`src/rtl/game_master_pkg.sv`:
```
// Shared types and sizing helpers for the parametrised game master FSM.
// Optional build macro used by the top: GAME_MASTER_TIMER_EN.
package game_master_pkg;

  typedef enum logic [2:0] {
    ST_START_GAME  = 3'd0,
    ST_START_ROUND = 3'd1,
    ST_AIM         = 3'd2,
    ST_SHOOT       = 3'd3,
    ST_END_ROUND   = 3'd4,
    ST_GAME_OVER   = 3'd5
  } state_t;

  localparam int N_TARGETS_DEF = 3;
  localparam int N_LIVES_DEF   = 3;
  localparam int WIN_SCORE_DEF = 3;

  function automatic int sw_f(input int win_score);
    return $clog2(win_score + 1);
  endfunction

  function automatic int lw_f(input int n_lives);
    return $clog2(n_lives + 1);
  endfunction

  function automatic int cw_f(input int n_targets);
    return $clog2(n_targets + 1);
  endfunction

endpackage

```
`src/rtl/game_master_popcount.sv`:
```
// Combinational population count of the per-cycle new-hit vector.
module game_master_popcount
  import game_master_pkg::*;
#(
  parameter int N_TARGETS = N_TARGETS_DEF
) (
  input  logic [N_TARGETS-1:0]          vec,
  output logic [cw_f(N_TARGETS)-1:0]    count
);

  localparam int CW = cw_f(N_TARGETS);

  always_comb begin
    count = '0;
    for (int i = 0; i < N_TARGETS; i++) begin
      count = count + CW'(vec[i]);
    end
  end

endmodule

```
`src/rtl/game_master_fsm_param.sv`:
```
// Parametrised game master FSM: round sequencing, sprite strobes, score and lives.
// Build macro GAME_MASTER_TIMER_EN: timer expiry in AIM/SHOOT forces a lost game.
module game_master_fsm_param
  import game_master_pkg::*;
#(
  parameter int N_TARGETS = N_TARGETS_DEF,
  parameter int N_LIVES   = N_LIVES_DEF,
  parameter int WIN_SCORE = WIN_SCORE_DEF
) (
  input  logic                         clk,
  input  logic                         rst_n,
  input  logic                         launch_key,
  input  logic [N_TARGETS-1:0]         target_within_screen,
  input  logic                         bullet_within_screen,
  input  logic                         spaceship_within_screen,
  input  logic                         collision,
  input  logic [N_TARGETS-1:0]         collision_bullet,
  input  logic                         end_of_game_timer_running,
  output logic [N_TARGETS-1:0]         target_write_xy,
  output logic [N_TARGETS-1:0]         target_write_dxy,
  output logic [N_TARGETS-1:0]         target_enable_update,
  output logic [N_TARGETS-1:0]         target_rgb_en,
  output logic                         bullet_write_xy,
  output logic                         bullet_write_dxy,
  output logic                         bullet_enable_update,
  output logic                         spaceship_write_xy,
  output logic                         spaceship_write_dxy,
  output logic                         spaceship_enable_update,
  output logic [N_LIVES-1:0]           heart_write_xy,
  output logic [N_LIVES-1:0]           heart_rgb_en,
  output logic                         end_of_game_timer_start,
  output logic                         game_over,
  output logic                         game_won,
  output logic [sw_f(WIN_SCORE)-1:0]   score,
  output logic [lw_f(N_LIVES)-1:0]     n_lives,
  output logic [2:0]                   state_dbg
);

  localparam int SW = sw_f(WIN_SCORE);
  localparam int LW = lw_f(N_LIVES);
  localparam int CW = cw_f(N_TARGETS);

  state_t                 state, state_n;
  logic [N_TARGETS-1:0]   hit_mask, hit_mask_n, new_hits, unhit_off;
  logic [CW-1:0]          new_cnt;
  logic [SW+CW-1:0]       score_sum;
  logic [SW-1:0]          score_n;
  logic [LW-1:0]          lives_n;
  logic                   won_n;
  logic                   key_prev;
  logic                   timer_expired;

  logic [N_TARGETS-1:0]   t_wxy_n, t_wdxy_n, t_en_n;
  logic                   b_wxy_n, b_wdxy_n, b_en_n;
  logic                   s_wxy_n, s_wdxy_n, s_en_n;
  logic [N_LIVES-1:0]     h_wxy_n, h_rgb_n;
  logic                   timer_start_n;

  function automatic logic [SW-1:0] sat_score(input logic [SW+CW-1:0] s);
    if (s >= (SW+CW)'(WIN_SCORE)) return SW'(WIN_SCORE);
    return s[SW-1:0];
  endfunction

  function automatic logic [LW-1:0] lose_life(input logic [LW-1:0] l);
    if (l == '0) return l;
    return l - LW'(1);
  endfunction

`ifdef GAME_MASTER_TIMER_EN
  assign timer_expired = ~end_of_game_timer_running;
`else
  logic unused_timer_running;
  assign unused_timer_running = end_of_game_timer_running;
  assign timer_expired        = 1'b0;
`endif

  assign new_hits  = collision_bullet & ~hit_mask;
  assign unhit_off = ~hit_mask & ~target_within_screen;
  assign score_sum = (SW+CW)'(score) + (SW+CW)'(new_cnt);
  assign state_dbg = state;

  game_master_popcount #(
    .N_TARGETS (N_TARGETS)
  ) u_popcount (
    .vec   (new_hits),
    .count (new_cnt)
  );

  always_comb begin
    state_n       = state;
    hit_mask_n    = hit_mask;
    score_n       = score;
    lives_n       = n_lives;
    won_n         = game_won;
    t_wxy_n       = '0;
    t_wdxy_n      = '0;
    t_en_n        = '0;
    b_wxy_n       = 1'b0;
    b_wdxy_n      = 1'b0;
    b_en_n        = 1'b0;
    s_wxy_n       = 1'b0;
    s_wdxy_n      = 1'b0;
    s_en_n        = 1'b0;
    h_wxy_n       = '0;
    timer_start_n = 1'b0;

    case (state)
      ST_START_GAME: begin
        score_n       = '0;
        lives_n       = LW'(N_LIVES);
        won_n         = 1'b0;
        timer_start_n = 1'b1;
        h_wxy_n       = '1;
        hit_mask_n    = '0;
        state_n       = ST_START_ROUND;
      end
      ST_START_ROUND: begin
        t_wxy_n    = '1;
        t_wdxy_n   = '1;
        s_wxy_n    = 1'b1;
        b_wxy_n    = 1'b1;
        hit_mask_n = '0;
        state_n    = ST_AIM;
      end
      ST_AIM: begin
        if (timer_expired) begin
          won_n   = 1'b0;
          state_n = ST_GAME_OVER;
        end else if (collision) begin
          lives_n = lose_life(n_lives);
          state_n = ST_END_ROUND;
        end else if (launch_key) begin
          state_n = ST_SHOOT;
        end else if (|unhit_off) begin
          state_n = ST_END_ROUND;
        end
        t_en_n = ~hit_mask_n;
      end
      ST_SHOOT: begin
        s_wdxy_n = 1'b1;
        b_wdxy_n = 1'b1;
        b_en_n   = 1'b1;
        s_en_n   = 1'b1;
        // A spaceship collision voids any bullet hits landing in the same cycle.
        if (timer_expired) begin
          won_n   = 1'b0;
          state_n = ST_GAME_OVER;
        end else if (collision) begin
          lives_n = lose_life(n_lives);
          state_n = ST_END_ROUND;
        end else if (|new_hits) begin
          score_n    = sat_score(score_sum);
          hit_mask_n = hit_mask | new_hits;
        end else if ((&hit_mask) || !bullet_within_screen ||
                     !spaceship_within_screen || (|unhit_off)) begin
          state_n = ST_END_ROUND;
        end
        t_en_n = ~hit_mask_n;
      end
      ST_END_ROUND: begin
        if (score == SW'(WIN_SCORE)) begin
          won_n   = 1'b1;
          state_n = ST_GAME_OVER;
        end else if (n_lives == '0) begin
          state_n = ST_GAME_OVER;
        end else begin
          state_n = ST_START_ROUND;
        end
      end
      ST_GAME_OVER: begin
        // Only a fresh press restarts; a key still held from SHOOT is ignored.
        if (launch_key && !key_prev) state_n = ST_START_GAME;
      end
      default: state_n = ST_START_GAME;
    endcase
  end

  always_comb begin
    for (int i = 0; i < N_LIVES; i++) begin
      h_rgb_n[i] = (int'(lives_n) > i);
    end
  end

  always_ff @(posedge clk or negedge rst_n) begin
    if (!rst_n) begin
      state                   <= ST_START_GAME;
      hit_mask                <= '0;
      key_prev                <= 1'b0;
      score                   <= '0;
      n_lives                 <= LW'(N_LIVES);
      game_won                <= 1'b0;
      game_over               <= 1'b0;
      target_write_xy         <= '0;
      target_write_dxy        <= '0;
      target_enable_update    <= '0;
      target_rgb_en           <= '0;
      bullet_write_xy         <= 1'b0;
      bullet_write_dxy        <= 1'b0;
      bullet_enable_update    <= 1'b0;
      spaceship_write_xy      <= 1'b0;
      spaceship_write_dxy     <= 1'b0;
      spaceship_enable_update <= 1'b0;
      heart_write_xy          <= '0;
      heart_rgb_en            <= '0;
      end_of_game_timer_start <= 1'b0;
    end else begin
      state                   <= state_n;
      hit_mask                <= hit_mask_n;
      key_prev                <= launch_key;
      score                   <= score_n;
      n_lives                 <= lives_n;
      game_won                <= won_n;
      game_over               <= (state_n == ST_GAME_OVER);
      target_write_xy         <= t_wxy_n;
      target_write_dxy        <= t_wdxy_n;
      target_enable_update    <= t_en_n;
      target_rgb_en           <= ~hit_mask_n;
      bullet_write_xy         <= b_wxy_n;
      bullet_write_dxy        <= b_wdxy_n;
      bullet_enable_update    <= b_en_n;
      spaceship_write_xy      <= s_wxy_n;
      spaceship_write_dxy     <= s_wdxy_n;
      spaceship_enable_update <= s_en_n;
      heart_write_xy          <= h_wxy_n;
      heart_rgb_en            <= h_rgb_n;
      end_of_game_timer_start <= timer_start_n;
    end
  end

endmodule

```
`config.mk`:
```
export PLATFORM = sky130hd
export DESIGN_NAME = game_master_fsm_param
export DESIGN_NICKNAME = d
export VERILOG_FILES = /design/src/rtl/game_master_pkg.sv /design/src/rtl/game_master_popcount.sv /design/src/rtl/game_master_fsm_param.sv
export SDC_FILE = /design/constraint.sdc
export NUM_CORES = 1
export LEC_CHECK = 0
export BUFFER_PORTS_ARGS = -buffer_cell sky130_fd_sc_hd__buf_2
export CAP_MARGIN = 20
export CELL_PAD_IN_SITES_DETAIL_PLACEMENT = 1
export CELL_PAD_IN_SITES_GLOBAL_PLACEMENT = 2
export CORE_MARGIN = 1
export CORE_UTILIZATION = 29
export CTS_CLUSTER_DIAMETER = 50
export DETAILED_ROUTE_END_ITERATION = 10
export HOLD_SLACK_MARGIN = 0.15
export PLACE_DENSITY = 0.88
export SLEW_MARGIN = 15
export SYNTH_ARGS = -nofsm -noshare
export SYNTH_HDL_FRONTEND = slang
export SYNTH_HIERARCHICAL = 1
export SYNTH_SLANG_ARGS = --single-unit
```
`constraint.sdc`:
```
create_clock -name clk -period 3.1 [get_ports clk]
set_clock_uncertainty 0.2 [all_clocks]
set_input_delay 0.31 -clock clk [delete_from_list [all_inputs] [get_ports clk]]
set_output_delay 0.31 -clock clk [all_outputs]
set_load 0.02 [all_outputs]
```
[After elaboration in Yosys (flattened, before gate mapping)]
Index checks and enable logic that the tools add are counted.
Widths: inputs -> output; s select.
Word-level totals
  memory bits (writable): 0
  bits in read-only memories: 0
  output and inout port bits: 34
  word-level logic and storage cells: 98
  register bits: 31
  input bits: 13
  latch bits: 0
  memories kept: 0
Cells by class
  div/mod/pow operators: 0
  equal/unequal tests: 10
  mux-type cells: 41
  shift-type cells: 0
  bitwise gates (word level): 7
  $lt $le $gt $ge: 4
  reduce and logical (&&, ||, !) cells: 17
  add/subtract/negate cells: 4
  multipliers: 0
Operators with widths (count)
  $mux 3: 14
  $mux 2: 9
  $pmux 3 s6: 1
  $mux 1: 12
  $not 3->3: 4
  $pmux 3 s2: 2
  $eq 3x3->1 const B: 3
  $and 3x3->3: 2
  $eq 3x2->1 const B: 2
  $ne 2x2->1 const B: 3
  $pmux 2 s3: 1
  $reduce_and 3->1: 2
  $reduce_or 3->1: 2
  $gt 2x1->1 const B: 2
  $pmux 2 s2: 1
  $reduce_bool 2->1: 2
  $add 2x2->3: 1
  $eq 3x1->1 const B: 1
  $ge 3x2->1 const B: 1
  $logic_not 1->1: 3
  $logic_not 3->1: 1
  $logic_or 1x1->1: 3
  $or 3x3->3: 1
  $add 1x1->2: 1
  9 further kinds: 9

[Longest topological paths before layout]
  word-level depth: 14
  gate-level depth with buffers: 7
  mapped depth without buffers: 7

[By module]
The synthesis kept the hierarchy.
Modules (own cells, without submodules)
  game_master_fsm_param: cells an instance 120, area each 1251.2 um2, times used 1
  game_master_popcount: cells an instance 1, area each 20.0 um2, times used 1

[Worst setup path after synthesis]
OpenSTA, ideal clock, no wires.
  path kind: register to register
  from: register hit_mask[1]
  to: register score[1]
  path buffers: 0
  setup time: 0.121 ns
  slack: 0.710 ns
  arrival time: 2.069 ns
  stages on the path, launching flop included: 8
  cells stage by stage: dfrtp_1 -> nor2b_1 -> fa_1 -> ha_1 -> fa_1 -> nor2_1 -> o31ai_1 -> a22o_2
Between the ends
  longest elaborated chain between the ends: 14
  elaborated cells on any way between the ends: 17
  classes of those cells: 3 x add/sub; 1 x order compare; 1 x eq/ne; 8 x mux; 2 x bitwise; 2 x reduce/logical
RTL lines
  start, declared: RTL line game_master_fsm_param.sv:44  | logic [N_TARGETS-1:0] hit_mask, hit_mask_n, new_hits, unhit_off;
  start signal, assigned: RTL line game_master_fsm_param.sv:208  | hit_mask <= hit_mask_n;
  $not 3->3 *: RTL line game_master_fsm_param.sv:77  | assign new_hits = collision_bullet & ~hit_mask;
  $and 3x3->3 *: RTL line game_master_fsm_param.sv:77
  net new_hits[1]: RTL line game_master_fsm_param.sv:44
  $add 1x1->2 *: RTL line game_master_popcount.sv:16  | count = count + CW'(vec[i]);
  $add 2x1->2 *: RTL line game_master_popcount.sv:16
  net new_cnt[0]: RTL line game_master_fsm_param.sv:45  | logic [CW-1:0] new_cnt;
  $add 2x2->3 *: RTL line game_master_fsm_param.sv:79  | assign score_sum = (SW+CW)'(score) + (SW+CW)'(new_cnt);
  $ge 3x2->1: RTL line game_master_fsm_param.sv:60  | if (s >= (SW+CW)'(WIN_SCORE)) return SW'(WIN_SCORE);
  $mux 1: RTL line game_master_fsm_param.sv:60
  $mux 1: RTL line game_master_fsm_param.sv:151  | end else if (|new_hits) begin
  $mux 1: RTL line game_master_fsm_param.sv:148  | end else if (collision) begin
  $mux 1: RTL line game_master_fsm_param.sv:107  | case (state)
  $mux 2 *: RTL line game_master_fsm_param.sv:61  | return s[SW-1:0];
  $mux 2 *: RTL line game_master_fsm_param.sv:151
  $mux 2 *: RTL line game_master_fsm_param.sv:148
  $pmux 2 s2 *: RTL line game_master_fsm_param.sv:107
  end signal, assigned: RTL line game_master_fsm_param.sv:210  | score <= score_n;
  end, declared: RTL line game_master_fsm_param.sv:34  | output logic [sw_f(WIN_SCORE)-1:0] score,
Mark *: on every way through the listed nets, which the timed path passes. The rest lies on a longest branch. The select of a mux whose other input is x is not followed.
A chain may end at the register's enable or synchronous reset.

[Final worst setup path]
  from: input port collision_bullet[1]
  to: register score[1]
Between the ends
  longest elaborated chain between the ends: 13
  elaborated cells on any way between the ends: 16
  classes of those cells: 3 x add/sub; 1 x order compare; 1 x eq/ne; 8 x mux; 1 x bitwise; 2 x reduce/logical
RTL lines
  start, declared: RTL line game_master_fsm_param.sv:17  | input logic [N_TARGETS-1:0] collision_bullet,
  $and 3x3->3 *: RTL line game_master_fsm_param.sv:77
  net new_hits[1]: RTL line game_master_fsm_param.sv:44
  $add 1x1->2 *: RTL line game_master_popcount.sv:16
  $add 2x1->2 *: RTL line game_master_popcount.sv:16
  net new_cnt[0]: RTL line game_master_fsm_param.sv:45
  $add 2x2->3 *: RTL line game_master_fsm_param.sv:79
  $ge 3x2->1: RTL line game_master_fsm_param.sv:60
  $mux 1: RTL line game_master_fsm_param.sv:60
  $mux 1: RTL line game_master_fsm_param.sv:151
  $mux 1: RTL line game_master_fsm_param.sv:148
  $mux 1: RTL line game_master_fsm_param.sv:107
  $mux 2 *: RTL line game_master_fsm_param.sv:61
  $mux 2 *: RTL line game_master_fsm_param.sv:151
  $mux 2 *: RTL line game_master_fsm_param.sv:148
  $pmux 2 s2 *: RTL line game_master_fsm_param.sv:107
Marked as above.

==> flow_summary_export.csv <==
group,metric,value,unit
synth,yosysUniqueCellTypes,38,
floorplan,design.core.area,0.004115,sq mm
timing,tns,0,ns
critical_path,worstPathArrival,2.80,ns
synth,postSynthCellCount,121,
cts,root_buffer,"clkbuf_8",
cts,cts_buffer_depth,2,
timing,setup_viol,0,
detailed_routing,via_per_inst,4.705,
critical_path,worstPathCellList,"dlygate4sd3_1 > buf_2 > nor2b_1 > fa_1 > ha_1 > fa_1 > nor2_1 > o31ai_1 > a22o_2",
global_routing,grt_max_degree,26,
cts,cts_buffers,3,
final_layout,nFillCells,500,
synth,syn_area_per_cell,10.51,sq um
cts,cts_resized,0,
timing,worst_pin_slew,0.5424,ns
synth,syn_nets,137,
timing,slew_viol_final,0,
power_and_ir_drop,peakVddDrop,204.7,uV
outcome,status,"complete, no violations",
final_layout,multi_input_area,490.5,sq um
cts,cts_tree,"yes",
synth,synth-seq-cells,25,
critical_path,crit_required,3.11,ns
timing,finalHoldViolCount,0,
detailed_routing,drt_iter0_drc,26,
final_layout,regArea,628.1,sq um
final_layout,antenna_cells,0,
power_and_ir_drop,p_per_area,1027,mW/mm^2
synth,synth_area,0.001271,sq mm
placed_design,port_buffers,45,
critical_path,endpoint_kind,"flip-flop",
worst_hold_path,hold_path_class,"input port to flip-flop",
detailed_routing,vias,974,
cts,clk_latency,0.27,ns
timing,rsz0062_at_grt,"no",
final_layout,nNetsFinal,174,
cts,clk_pin_slew_worst_paths,0.08,ns
global_routing,grt_pass1_vias,998,
cts,cts_hold_buf,5,
detailed_routing,drtAntennaViolNets,0,
timing,layout_setup_ws,0.3095,ns
critical_path,critPathBufInv,2,
global_routing,antenna_found_initial,0,
critical_path,crit_slowest_cell,"dlygate4sd3_1",
timing,relSlewSlack,0.6384,
floorplan,fp.dieW,68.21,microns
global_routing,gr-usage-all-layers,0.1304,
flow_run,cap_violations,0,
floorplan,std_cell_rows,23,
global_routing,grt-ovfl-total,0,
critical_path,crit_type,"input port to flip-flop",
timing,fmax,358.4,MHz
timing,fin_crit_sh,0.9002,
critical_path,r2r_setup_slack,0.55,ns
cts,cts_setup_buffers,0,
placed_design,routabilityCongestion,0.7618,
critical_path,crit_path_start_kind,"input port",
detailed_routing,wl_per_cell,13.31,microns
critical_path,cpMostUsedCell,"fa_1",
placed_design,dp_slack,0.5428,ns
cts,cts_max_level,1,
detailed_routing,drc,0,
timing,min_period,2.790,ns
cts,cts.sinks,25,
critical_path,cpLargestDelayFamily,"adder cells",
critical_path,cp_slowest_stage_delay,0.51,ns
floorplan,dieArea,0.004653,sq mm
floorplan,die_h,68.21,microns
placed_design,post-dp-hpwl,2194,microns
power_and_ir_drop,p_leak,0.7414,nW
global_routing,grt_pass1_wl,4443,microns
final_layout,drive_gt1_frac,0.3822,
synth,seq_area_frac_synth,0.4941,
critical_path,path_max_fanout,3,
detailed_routing,drtPass1Iterations,4,
detailed_routing,wl,2755,microns
floorplan,start_util,0.3089,
synth,yosys_warnings,6,
final_layout,area_growth,19.59,%
floorplan,ioPinCount,47,
==> cells in the final DEF (no fill, tap or decap), types with 4 or more instances in the layout <==
cell,n
inv_1,5
buf_2,45
nor2b_1,4
nand2_1,6
a21oi_1,5
dlygate4sd3_1,5
dfrtp_1,23
nor2_1,16
a211oi_1,5
==> power by group <==
group	internal, W	total (W)	switching [W]
clock network	0.0000920	0.000194	0.000102
logic	0.000294	0.000774	0.000480
registers	0.000451	0.000594	0.000143
==> per-stage QoR <==
step                      instances  power, W  hold slack (ns)  instance area (sq um)  utilization
after floorplan                 121  0.001226          -0.1856                   1271            -
after global placement          198  0.001350           0.1135                   1425       0.3463
after detailed placement        198  0.001387           0.1260                   1425       0.3463
after CTS                       207  0.001584           0.2886                   1520       0.3694
after global routing            207  0.001697           0.3156                   1520       0.3694
final                           207  0.001562           0.2864                   1520       0.3694
==> synth_stat cells <==
cell type | instances | area share
and2_2 | 1 | 0.0059
a211oi_1 | 5 | 0.030
and2b_4 | 1 | 0.0079
nor2b_1 | 4 | 0.020
buf_2 | 1 | 0.0039
fa_1 | 2 | 0.031
o31ai_1 | 3 | 0.018
a31oi_1 | 2 | 0.0098
nor3_4 | 1 | 0.013
nand3_1 | 1 | 0.0039
nand2b_1 | 1 | 0.0049
a21oi_2 | 1 | 0.0069
inv_1 | 5 | 0.015
nand4b_1 | 1 | 0.0069
a21oi_1 | 5 | 0.020
dfrtp_1 | 23 | 0.45
o221ai_1 | 1 | 0.0069
clkbuf_2 | 1 | 0.0039
nor4_1 | 1 | 0.0049
o21bai_1 | 1 | 0.0059
and3_1 | 1 | 0.0049
or2_1 | 3 | 0.015
a21o_1 | 3 | 0.018
nand2_1 | 6 | 0.018
ha_1 | 1 | 0.0098
nor2b_2 | 2 | 0.014
a22o_2 | 2 | 0.016
o21ai_1 | 1 | 0.0039
o21ai_0 | 1 | 0.0039
nor4_2 | 1 | 0.0098
dfstp_2 | 2 | 0.041
buf_6 | 1 | 0.0089
nor2_1 | 16 | 0.047
o211a_1 | 1 | 0.0079
and2_1 | 2 | 0.0098
or3_4 | 1 | 0.0089
o22ai_1 | 1 | 0.0049
buf_4 | 15 | 0.089
==> worst paths after layout <==
| path | from | end | depth (start not counted) |
|---|---|---|---|
| max | collision_bullet[1] | score[1] | 9 |
| min | collision | score[1] | 4 |
| max reg2reg | hit_mask[1] | score[1] | 7 |
| min reg2reg | game_won | game_won | 2 |
| max in group asynchronous | rst_n | n_lives[1] | 2 |
| min in group asynchronous | rst_n | hit_mask[1] | 2 |
==> cell families after synthesis <==
kind of cell	synth area share
adders and majority gates	0.04134
and+or+nand+nor	0.1939
buffers and inverters	0.1201
DFF	0.4941
AOI/OAI and AO/OA	0.1506
==> worst register-to-register path, delay by kind of cell (launching register included) <==
family / cells / cell delay, ns
adder cells (fa/ha/maj): 3 / 1.16
flip-flops: 1 / 0.43
AO/OA/AOI/OAI: 2 / 0.36
AND/OR/NAND/NOR: 2 / 0.34
==> registers in the layout, indices dropped and copies added (netlist names) <==
| name | count |
|---|---|
| heart_rgb_en | 3 |
| hit_mask | 3 |
| state_dbg | 3 |
| target_enable_update | 3 |
| target_rgb_en | 3 |
| n_lives | 2 |
| score | 2 |
| game_over | 1 |
| game_won | 1 |
| heart_write_xy | 1 |
| key_prev | 1 |
| spaceship_enable_update | 1 |
| target_write_dxy | 1 |
==> area by class of cell <==
type	instances	area share
multi-input cells	73	0.3226
flip-flops and latches	25	0.4132
well taps	50	0.04115
repair buffers	50	0.1811
clock buffers	4	0.02963
inverters	5	0.01235
==> layer usage <==
| metal | GRT usage | routed length (microns) |
|---|---|---|
| met5 | 0 | 0 |
| met4 | 0.07031 | 68 |
| met3 | 0.01833 | 104 |
| met2 | 0.2279 | 1400 |
| met1 | 0.1522 | 1181 |
Power figures use the tool's default switching activity.
